File: config.mk
export PLATFORM = sky130hd
export DESIGN_NAME = mem_bus_arbiter
export DESIGN_NICKNAME = d
export VERILOG_FILES = /design/src/rtl/mem_bus_arbiter.sv
export SDC_FILE = /design/constraint.sdc
export NUM_CORES = 1
export LEC_CHECK = 0
export CORE_ASPECT_RATIO = 0.5
export CORE_MARGIN = 4
export CORE_UTILIZATION = 25
export DETAILED_ROUTE_END_ITERATION = 12
export PLACE_DENSITY = 0.54
export SLEW_MARGIN = 0
export SYNTH_ARGS = -nofsm -noshare
export SYNTH_HDL_FRONTEND = slang
export SYNTH_SLANG_ARGS = --single-unit
export TNS_END_PERCENT = 30
File: constraint.sdc
create_clock -name clk -period 4.1 [get_ports clk]
set_input_delay 0.82 -clock clk [delete_from_list [all_inputs] [get_ports clk]]
set_output_delay 0.82 -clock clk [all_outputs]
set_load 0.1 [all_outputs]
File: src/rtl/mem_bus_arbiter.sv
// Two-port req/ack arbiter in front of a single 8-bit memory port, sequenced IDLE -> ACCESS -> RESP.
// Optional build macro MEM_ARB_FIXED_PRIO_EN: port 0 always wins a tie instead of round-robin.
module mem_bus_arbiter #(
    parameter int AW = 8,
    parameter int DW = 8
) (
    input  logic          clk,
    input  logic          rst,
    input  logic          req0,
    input  logic          req1,
    input  logic          we0,
    input  logic          we1,
    input  logic [AW-1:0] addr0,
    input  logic [AW-1:0] addr1,
    input  logic [DW-1:0] wdata0,
    input  logic [DW-1:0] wdata1,
    output logic          gnt0,
    output logic          gnt1,
    output logic          ack0,
    output logic          ack1,
    output logic [DW-1:0] rdata0,
    output logic [DW-1:0] rdata1,
    output logic [AW-1:0] mem_addr,
    output logic [DW-1:0] mem_wdata,
    output logic          mem_we,
    input  logic [DW-1:0] mem_rdata,
    output logic          busy
);

    typedef enum logic [1:0] {
        IDLE   = 2'd0,
        ACCESS = 2'd1,
        RESP   = 2'd2
    } state_t;

    state_t state_r;
    logic   we_r;
    logic   win_s;

`ifdef MEM_ARB_FIXED_PRIO_EN
    // Winner selection: port 0 takes every tie.
    always_comb begin
        win_s = 1'b0;
        if (req0) begin
            win_s = 1'b0;
        end else if (req1) begin
            win_s = 1'b1;
        end else begin
            win_s = 1'b0;
        end
    end
`else
    logic last_gnt_r;

    // Winner selection: a tie goes to the port that was not granted last.
    always_comb begin
        win_s = 1'b0;
        if (req0 && req1) begin
            win_s = ~last_gnt_r;
        end else if (req1) begin
            win_s = 1'b1;
        end else begin
            win_s = 1'b0;
        end
    end

    // Round-robin history, updated at every grant.
    always_ff @(posedge clk or negedge rst) begin
        if (!rst) begin
            last_gnt_r <= 1'b1;
        end else if (state_r == IDLE && (req0 || req1)) begin
            last_gnt_r <= win_s;
        end else begin
            last_gnt_r <= last_gnt_r;
        end
    end
`endif

    // Transfer sequencer; every output is a register so the memory sees glitch-free strobes.
    always_ff @(posedge clk or negedge rst) begin
        if (!rst) begin
            state_r   <= IDLE;
            we_r      <= 1'b0;
            gnt0      <= 1'b0;
            gnt1      <= 1'b0;
            ack0      <= 1'b0;
            ack1      <= 1'b0;
            rdata0    <= {DW{1'b0}};
            rdata1    <= {DW{1'b0}};
            mem_addr  <= {AW{1'b0}};
            mem_wdata <= {DW{1'b0}};
            mem_we    <= 1'b0;
            busy      <= 1'b0;
        end else begin
            case (state_r)
                IDLE: begin
                    ack0 <= 1'b0;
                    ack1 <= 1'b0;
                    if (req0 || req1) begin
                        gnt0      <= ~win_s;
                        gnt1      <= win_s;
                        mem_addr  <= win_s ? addr1 : addr0;
                        mem_wdata <= win_s ? wdata1 : wdata0;
                        mem_we    <= win_s ? we1 : we0;
                        we_r      <= win_s ? we1 : we0;
                        busy      <= 1'b1;
                        state_r   <= ACCESS;
                    end else begin
                        state_r   <= IDLE;
                    end
                end
                ACCESS: begin
                    mem_we <= 1'b0;
                    // Memory read data is combinational from mem_addr, so it is valid at this edge.
                    if (!we_r && gnt1) begin
                        rdata1 <= mem_rdata;
                    end else if (!we_r && gnt0) begin
                        rdata0 <= mem_rdata;
                    end else begin
                        rdata0 <= rdata0;
                    end
                    ack0    <= gnt0;
                    ack1    <= gnt1;
                    state_r <= RESP;
                end
                RESP: begin
                    ack0      <= 1'b0;
                    ack1      <= 1'b0;
                    gnt0      <= 1'b0;
                    gnt1      <= 1'b0;
                    mem_addr  <= {AW{1'b0}};
                    mem_wdata <= {DW{1'b0}};
                    busy      <= 1'b0;
                    state_r   <= IDLE;
                end
                default: begin
                    ack0      <= 1'b0;
                    ack1      <= 1'b0;
                    gnt0      <= 1'b0;
                    gnt1      <= 1'b0;
                    mem_we    <= 1'b0;
                    mem_addr  <= {AW{1'b0}};
                    mem_wdata <= {DW{1'b0}};
                    busy      <= 1'b0;
                    state_r   <= IDLE;
                end
            endcase
        end
    end

endmodule

* After elaboration in Yosys (flattened, before gate mapping)
Index checks and enable logic that the tools add are counted.
** Storage, ports and cells
- Logic and storage cells :: 54
- Output and inout port bits :: 38
- Bits of input ports :: 46
- Register bits after elaboration :: 42
** Cells by class
- Bitwise operators :: 5
- Muxes and demuxes :: 21
- Equality and inequality tests :: 3
- Reduce and logical (&&, ||, !) cells :: 12
** Operators by type and width (count)
- $mux 8 :: 4
- $pmux 8 s2 :: 2
- $mux 1 :: 10
- $pmux 1 s2 :: 4
- $reduce_and 2->1 :: 4
- $not 1->1 :: 5
- $logic_and 1x1->1 :: 4
- $pmux 2 s2 :: 1
- $reduce_and 3->1 :: 1
- $eq 2x1->1 const B :: 1
- $eq 2x2->1 const B :: 1
- $logic_not 2->1 :: 1
- $ne 2x1->1 const B :: 1
- $logic_not 1->1 :: 1
- $logic_or 1x1->1 :: 1

* Logic depth before layout (Yosys ltp)
- Depth after elaboration :: 5
- Gate-level depth with buffers :: 5
- Mapped depth without buffers :: 3

* Worst setup path before layout
Ideal clock, no wire load.
- Path kind :: reg2reg
- Start :: reg gnt1
- End :: reg rdata1[0]
- Cell stages (with the launch flop) :: 4
- Clock period less this slack :: 1790 ps
- Arrival :: 1662 ps
- Slack :: 2310 ps
- Data required time :: 3972 ps
- Setup time :: 128 ps
- Path through :: dfrtp_1 > and3_1 > buf_4 > mux2_1
** Between the ends
- Cells in the longest elaborated chain, start to end :: 2
** Ends and longest elaborated chain
- start, declared :: RTL line 18 : output logic gnt1,
- start signal, assigned :: RTL line 101 : gnt1 <= win_s;
- $logic_and 1x1->1 :: RTL line 115 : if (!we_r && gnt1) begin
- $reduce_and 2->1 (no source line)
- end signal, assigned :: RTL line 89 : rdata1 <= {DW{1'b0}};
- end signal, assigned :: RTL line 116 : rdata1 <= mem_rdata;
- end, declared :: RTL line 22 : output logic [DW-1:0] rdata1,
Every way passes these cells.
A chain may end at the register's enable or synchronous reset.

* Worst setup path in the final report
- Start :: reg gnt0
- End :: out gnt0
** RTL lines
- start, declared :: RTL line 17 : output logic gnt0,
- start signal, assigned :: RTL line 100 : gnt0 <= ~win_s;
No word-level cell between the ends.

==> metrics.yaml <==
outcome:
  status: "finished, final reports clean"
layout:
  area_delta_synth_final_pct: 58.3
  diodes: 0
  stdcell_count: 299
  nets: 252
  drive_gt1_share_pct: 10.1
  post-route-util_pct: 41.2
critical_path:
  crit_required_ns: 3.28
  crit_path_start_kind: "register"
  critPathBufInv: 1
  critPathArrivalTime_ns: 1.88
  cp_max_fo: 4
  crit_slowest_cell: "clkdlybuf4s50_1"
  worstSetupPathType: "reg2out"
  path_delay_family: "buffers and inverters"
  cpPeakStageDelay_ns: 1.17
  end_kind: "output port"
  worstPathCellList: "clkdlybuf4s50_1"
clock_tree:
  path_clk_slew_ns: 0.06
  cts_setup_buffers: 0
  clockBufferDepth: 2
  cts_buffers: 5
  ctsResizeCount: 0
  cts.sinks: 42
  htreeDepth: 2
  clk_latency_ns: 0.28
  tritoncts: "yes"
  cts-root-buf: "clkbuf_16"
  hold_buffers: 0
timing:
  finalSetupViolCount: 0
  worst_pin_slew_ns: 1.01
  period_needed_ns: 2.70
  slew_headroom_pct: 32.4
  maxSlewViolCount: 0
  hold_viol_final: 0
  whs_ns: 0.483
  rsz0062_at_grt: "false"
  fin_crit_sh_pct: 65.7
  skew_ns: 0.00379
  fmax_ghz: 0.371
  tns_ns: 0
yosys:
  ys_seq_area_share_pct: 60.1
  syn_area_um2: 1750
  synth_nets: 171
  syn_inst: 125
  ys_seq_elements: 42
  ys_warn_count: 0
  syn_area_per_cell_um2: 14.0
  synth.top_cell.area_share_pct: 58.6
  synth_top_area_cell: "dfrtp_1"
  ys_types: 29
  synth_area_leaders: "dfrtp_1 (59%), a221o_1 (9.1%), nor3b_1 (6.9%), mux2_1 (5.1%), mux2_2 (5.1%)"
grt:
  grt_overflow: 0
  antenna_found_initial: 0
  grt_pass1_vias: 1413
  grt_max_degree: 43
  grt_use_total_pct: 11.1
  grt_pass1_wl_um: 7320
floorplan:
  io_pins: 84
  design.die.area_um2: 8490
  core_area_um2: 6730
  start_util_pct: 26.0
  chipHeight_um: 67.2
  fp.dieW_um: 126
  rows: 21
drt:
  drt_pass1_iterations: 3
  routed_wire_length_per_instance_um: 15.6
  drtIter0Drc: 91
  viasPerCell: 4.37
  num_vias: 1308
  routed_wl_um: 4650
  ant_nets: 0
  drc_errors: 0
place:
  place_inst: 291
  gpl.final_weighted_congestion: 0.711
  dp_hpwl_um: 3360
  io_buffers: 83
job:
  drv_cap: 0
min_path:
  hold_class: "reg2reg"
## metrics by stage
step | setup slack, ns | instance area (µm²)
after global placement | 1.64 | 2620
after global routing | 1.34 | 2770
after detailed placement | 1.61 | 2620
after floorplan | 2.31 | 1750
after CTS | 1.38 | 2770
final | 1.40 | 2770
## cell usage in the layout (no fill, tap or decap), types with 2 or more instances in the layout
cell type and n:
clkdlybuf4s50_1 82, dfrtp_1 41, nor3b_1 16, a221o_1 16, mux2_2 8, mux2_1 8
clkbuf_16 5, nor2_1 4, and2_1 2, o21ba_1 2, and3_1 2, a21o_1 2
nand4_1 2
## flip-flops by register name (all words and copies together) (netlist names)
name / flops
rdata1: 8
mem_we: 1
mem_wdata: 8
mem_addr: 8
rdata0: 8
ack0: 1
last_gnt_r: 1
state_r: 2
ack1: 1
we_r: 1
gnt0: 1
gnt1: 1
busy: 1
## cell families (layout without fill, tap and decap cells)
| logic type | count (synthesis) | count (layout) | share of synthesized area [%] |
|---|---|---|---|
| buffers and inverters | 10 | 92 | 4.15 |
| AO/OA/AOI/OAI | 23 | 23 | 12.4 |
| multiplexers | 16 | 16 | 10.3 |
| flip-flops | 42 | 42 | 60.1 |
| AND/OR/NAND/NOR | 34 | 34 | 13.1 |
## routing by layer
| metal | vias to the layer above | global-route usage, % | share of wire (%) |
|---|---|---|---|
| met1 | 638 | 12.8 | 41 |
| met4 | 0 | 2.41 | 0.56 |
| li1 | 638 | - | - |
| met3 | 2 | 2.84 | 4.0 |
| met5 | - | 0 | 0 |
| met2 | 30 | 21.1 | 54 |
## final timing paths
check / start / to / slack (ns) / cells after the start
max: gnt0 / gnt0 / 1.40 / 1
min: rdata1[5] / rdata1[5] / 0.48 / 1
max reg2reg: state_r[1] / mem_addr[4] / 2.10 / 3
min reg2reg: rdata1[5] / rdata1[5] / 0.48 / 1
max in group asynchronous: rst / state_r[0] / 2.86 / 1
min in group asynchronous: rst / rdata1[0] / 0.67 / 1
## Yosys cell counts, drive strengths merged
| cell type | count |
|---|---|
| buf | 9 |
| a221o | 16 |
| nor3 | 1 |
| nor3b | 16 |
| o211ai | 1 |
| dfrtp | 41 |
| o21ba | 2 |
| o21ai | 1 |
| mux2 | 16 |
| nor2b | 2 |
| nand2 | 1 |
| dfstp | 1 |
| and2 | 2 |
| a21o | 3 |
| nand2b | 1 |
| nor2 | 4 |
| nand3 | 2 |
| inv | 1 |
| and3 | 3 |
| nand4 | 2 |
## cell type report
class / count / area (µm²)
flip-flops and latches: 42 / 1050
clock inverters: 1 / 5.00
multi-input cells: 73 / 626
fillers: 661 / 3960
repair buffers: 83 / 826
clock buffers: 7 / 143
well taps: 92 / 115
inverters: 1 / 3.75
Power is left out: the tool's default activity adds up to more than one toggle a clock period on the data nets, which glitch-free logic cannot reach.
==> RTL change: new RTL, same settings <==
Make the reset (`rst`) synchronous in 2 clocked blocks.
--- a/src/rtl/mem_bus_arbiter.sv
+++ b/src/rtl/mem_bus_arbiter.sv
@@ -67,3 +67,3 @@
     // Round-robin history, updated at every grant.
-    always_ff @(posedge clk or negedge rst) begin
+    always_ff @(posedge clk) begin
         if (!rst) begin
@@ -79,3 +79,3 @@
     // Transfer sequencer; every output is a register so the memory sees glitch-free strobes.
-    always_ff @(posedge clk or negedge rst) begin
+    always_ff @(posedge clk) begin
         if (!rst) begin
Formal check against the unedited RTL: differs if rst is asserted again (counterexample within 4 cycles, from zero or initial values and one cycle with rst low); with rst held inactive, the same outputs for 10 cycles.
==> RTL change against the original RTL <==
- final area up 2.6%
- highest routed layer unchanged
- worst setup slack better by 0.0031 ns
- area after synthesis up 4.6%
- critical path depth unchanged
- via count up 12%
- critical endpoint unchanged
- sequential cell count unchanged
- routed wire length up 0.52%
- global-route usage down 0.11 points
- largest cell class is now multi-input gates
- sequential share of layout area down 8.4 points
==> RTL change: results (changes against the original RTL) <==
metric,value,unit,change
stdcell_count,332,,+11%
dr.pass1.iters,4,,+1
status,"complete, no violations",,
ys_top_cells_by_count,"dfxtp_1, mux2i_1, nor2b_1, o2bb2ai_2",,
via_count,1466,,+12%
grt_pass1_vias,1550,,+9.7%
wl_met1,2.01,mm,+3.9%
grt_usage,10.9,%,-0.11 points
nNetsFinal,285,,+13%
grt_pass1_wl,7.51,mm,+2.6%
ys_seq_area_share,45.9,%,-14 points
synth-async-reset-ratio,0,%,-100 points
drtIter0Drc,92,,+1.1%
pre_cts_slack,1.36,ns,-0.246 ns
synth_area_leaders,"dfxtp_1, mux2i_1, o2bb2ai_2, buf_6, nor2b_1",,
synth_ff_type,dfxtp_1,,
route.met3.wl,372,um,+98%
num-fill-cells,703,,+6.4%
synth_fp_nets,205,,+20%
dpl_cell_area,2680,um2,+2.1%
routabilityCongestion,0.718,,+0.94%
relSlewSlack,33.1,%,+0.71 points
drive_gt1_share,10.4,%,+0.27 points
wl_met2,2.26,mm,-9.8%
grt_max_degree,23,,-47%
seqCellArea,841,um2,-20%
path_max_fanout,5,,+1
finalWirelength,4.68,mm,+0.52%
==> RTL change: changes by cell type after synthesis, moves of 9 or more <==
cell       unedited run  this run
dfrtp_1              41         0
a221o_1              16         0
dfxtp_1               0        42
mux2i_1               0        24
nor2b_1               1        10
nor3b_1              16         3
o2bb2ai_2             0        10
==> RTL change: layout make-up <==
type / instances / share of cell area [%]
tap: 92 / 4.05
sequential: 42 / 29.6
multi-input combinational: 105 / 30.9
inverter: 1 / 0.132
clock buffer: 5 / 4.40
timing repair buffer: 84 / 29.5
clock inverter: 3 / 1.41
==> RTL change: power by group <==
| group | switching [mW] | internal, mW | total [mW] |
|---|---|---|---|
| clock | 0.151 | 0.285 | 0.436 |
| sequential | 0.0210 | 0.434 | 0.455 |
| combinational | 0.224 | 0.109 | 0.333 |
==> RTL change: kinds of logic (layout without fill, tap and decap cells) <==
kind of cell / Yosys count / in the layout / synth area share [%]
buffers and inverters: 12 / 93 / 6.08
AND/OR/NAND/NOR: 37 / 37 / 13.7
flip-flops: 42 / 42 / 45.9
AO/OA/AOI/OAI: 44 / 44 / 21.2
multiplexers: 24 / 24 / 13.1
==> RTL change: final timing paths <==
check | startpoint | slack (ns) | to | depth (start not counted)
worst max-delay path | gnt0 | 1.41 | gnt0 | 1
worst min-delay path | mem_wdata[3] | 0.46 | mem_wdata[3] | 1
worst max register to register | state_r[0] | 2.58 | rdata1[3] | 3
worst min register to register | mem_wdata[3] | 0.46 | mem_wdata[3] | 1
==> RTL change: layer usage <==
layer | vias to the layer above | GRT usage (%)
li1 | 746 | -
met1 | 669 | 12.3
met2 | 47 | 19.7
met3 | 4 | 4.31
met4 | 0 | 3.14
met5 | - | 0
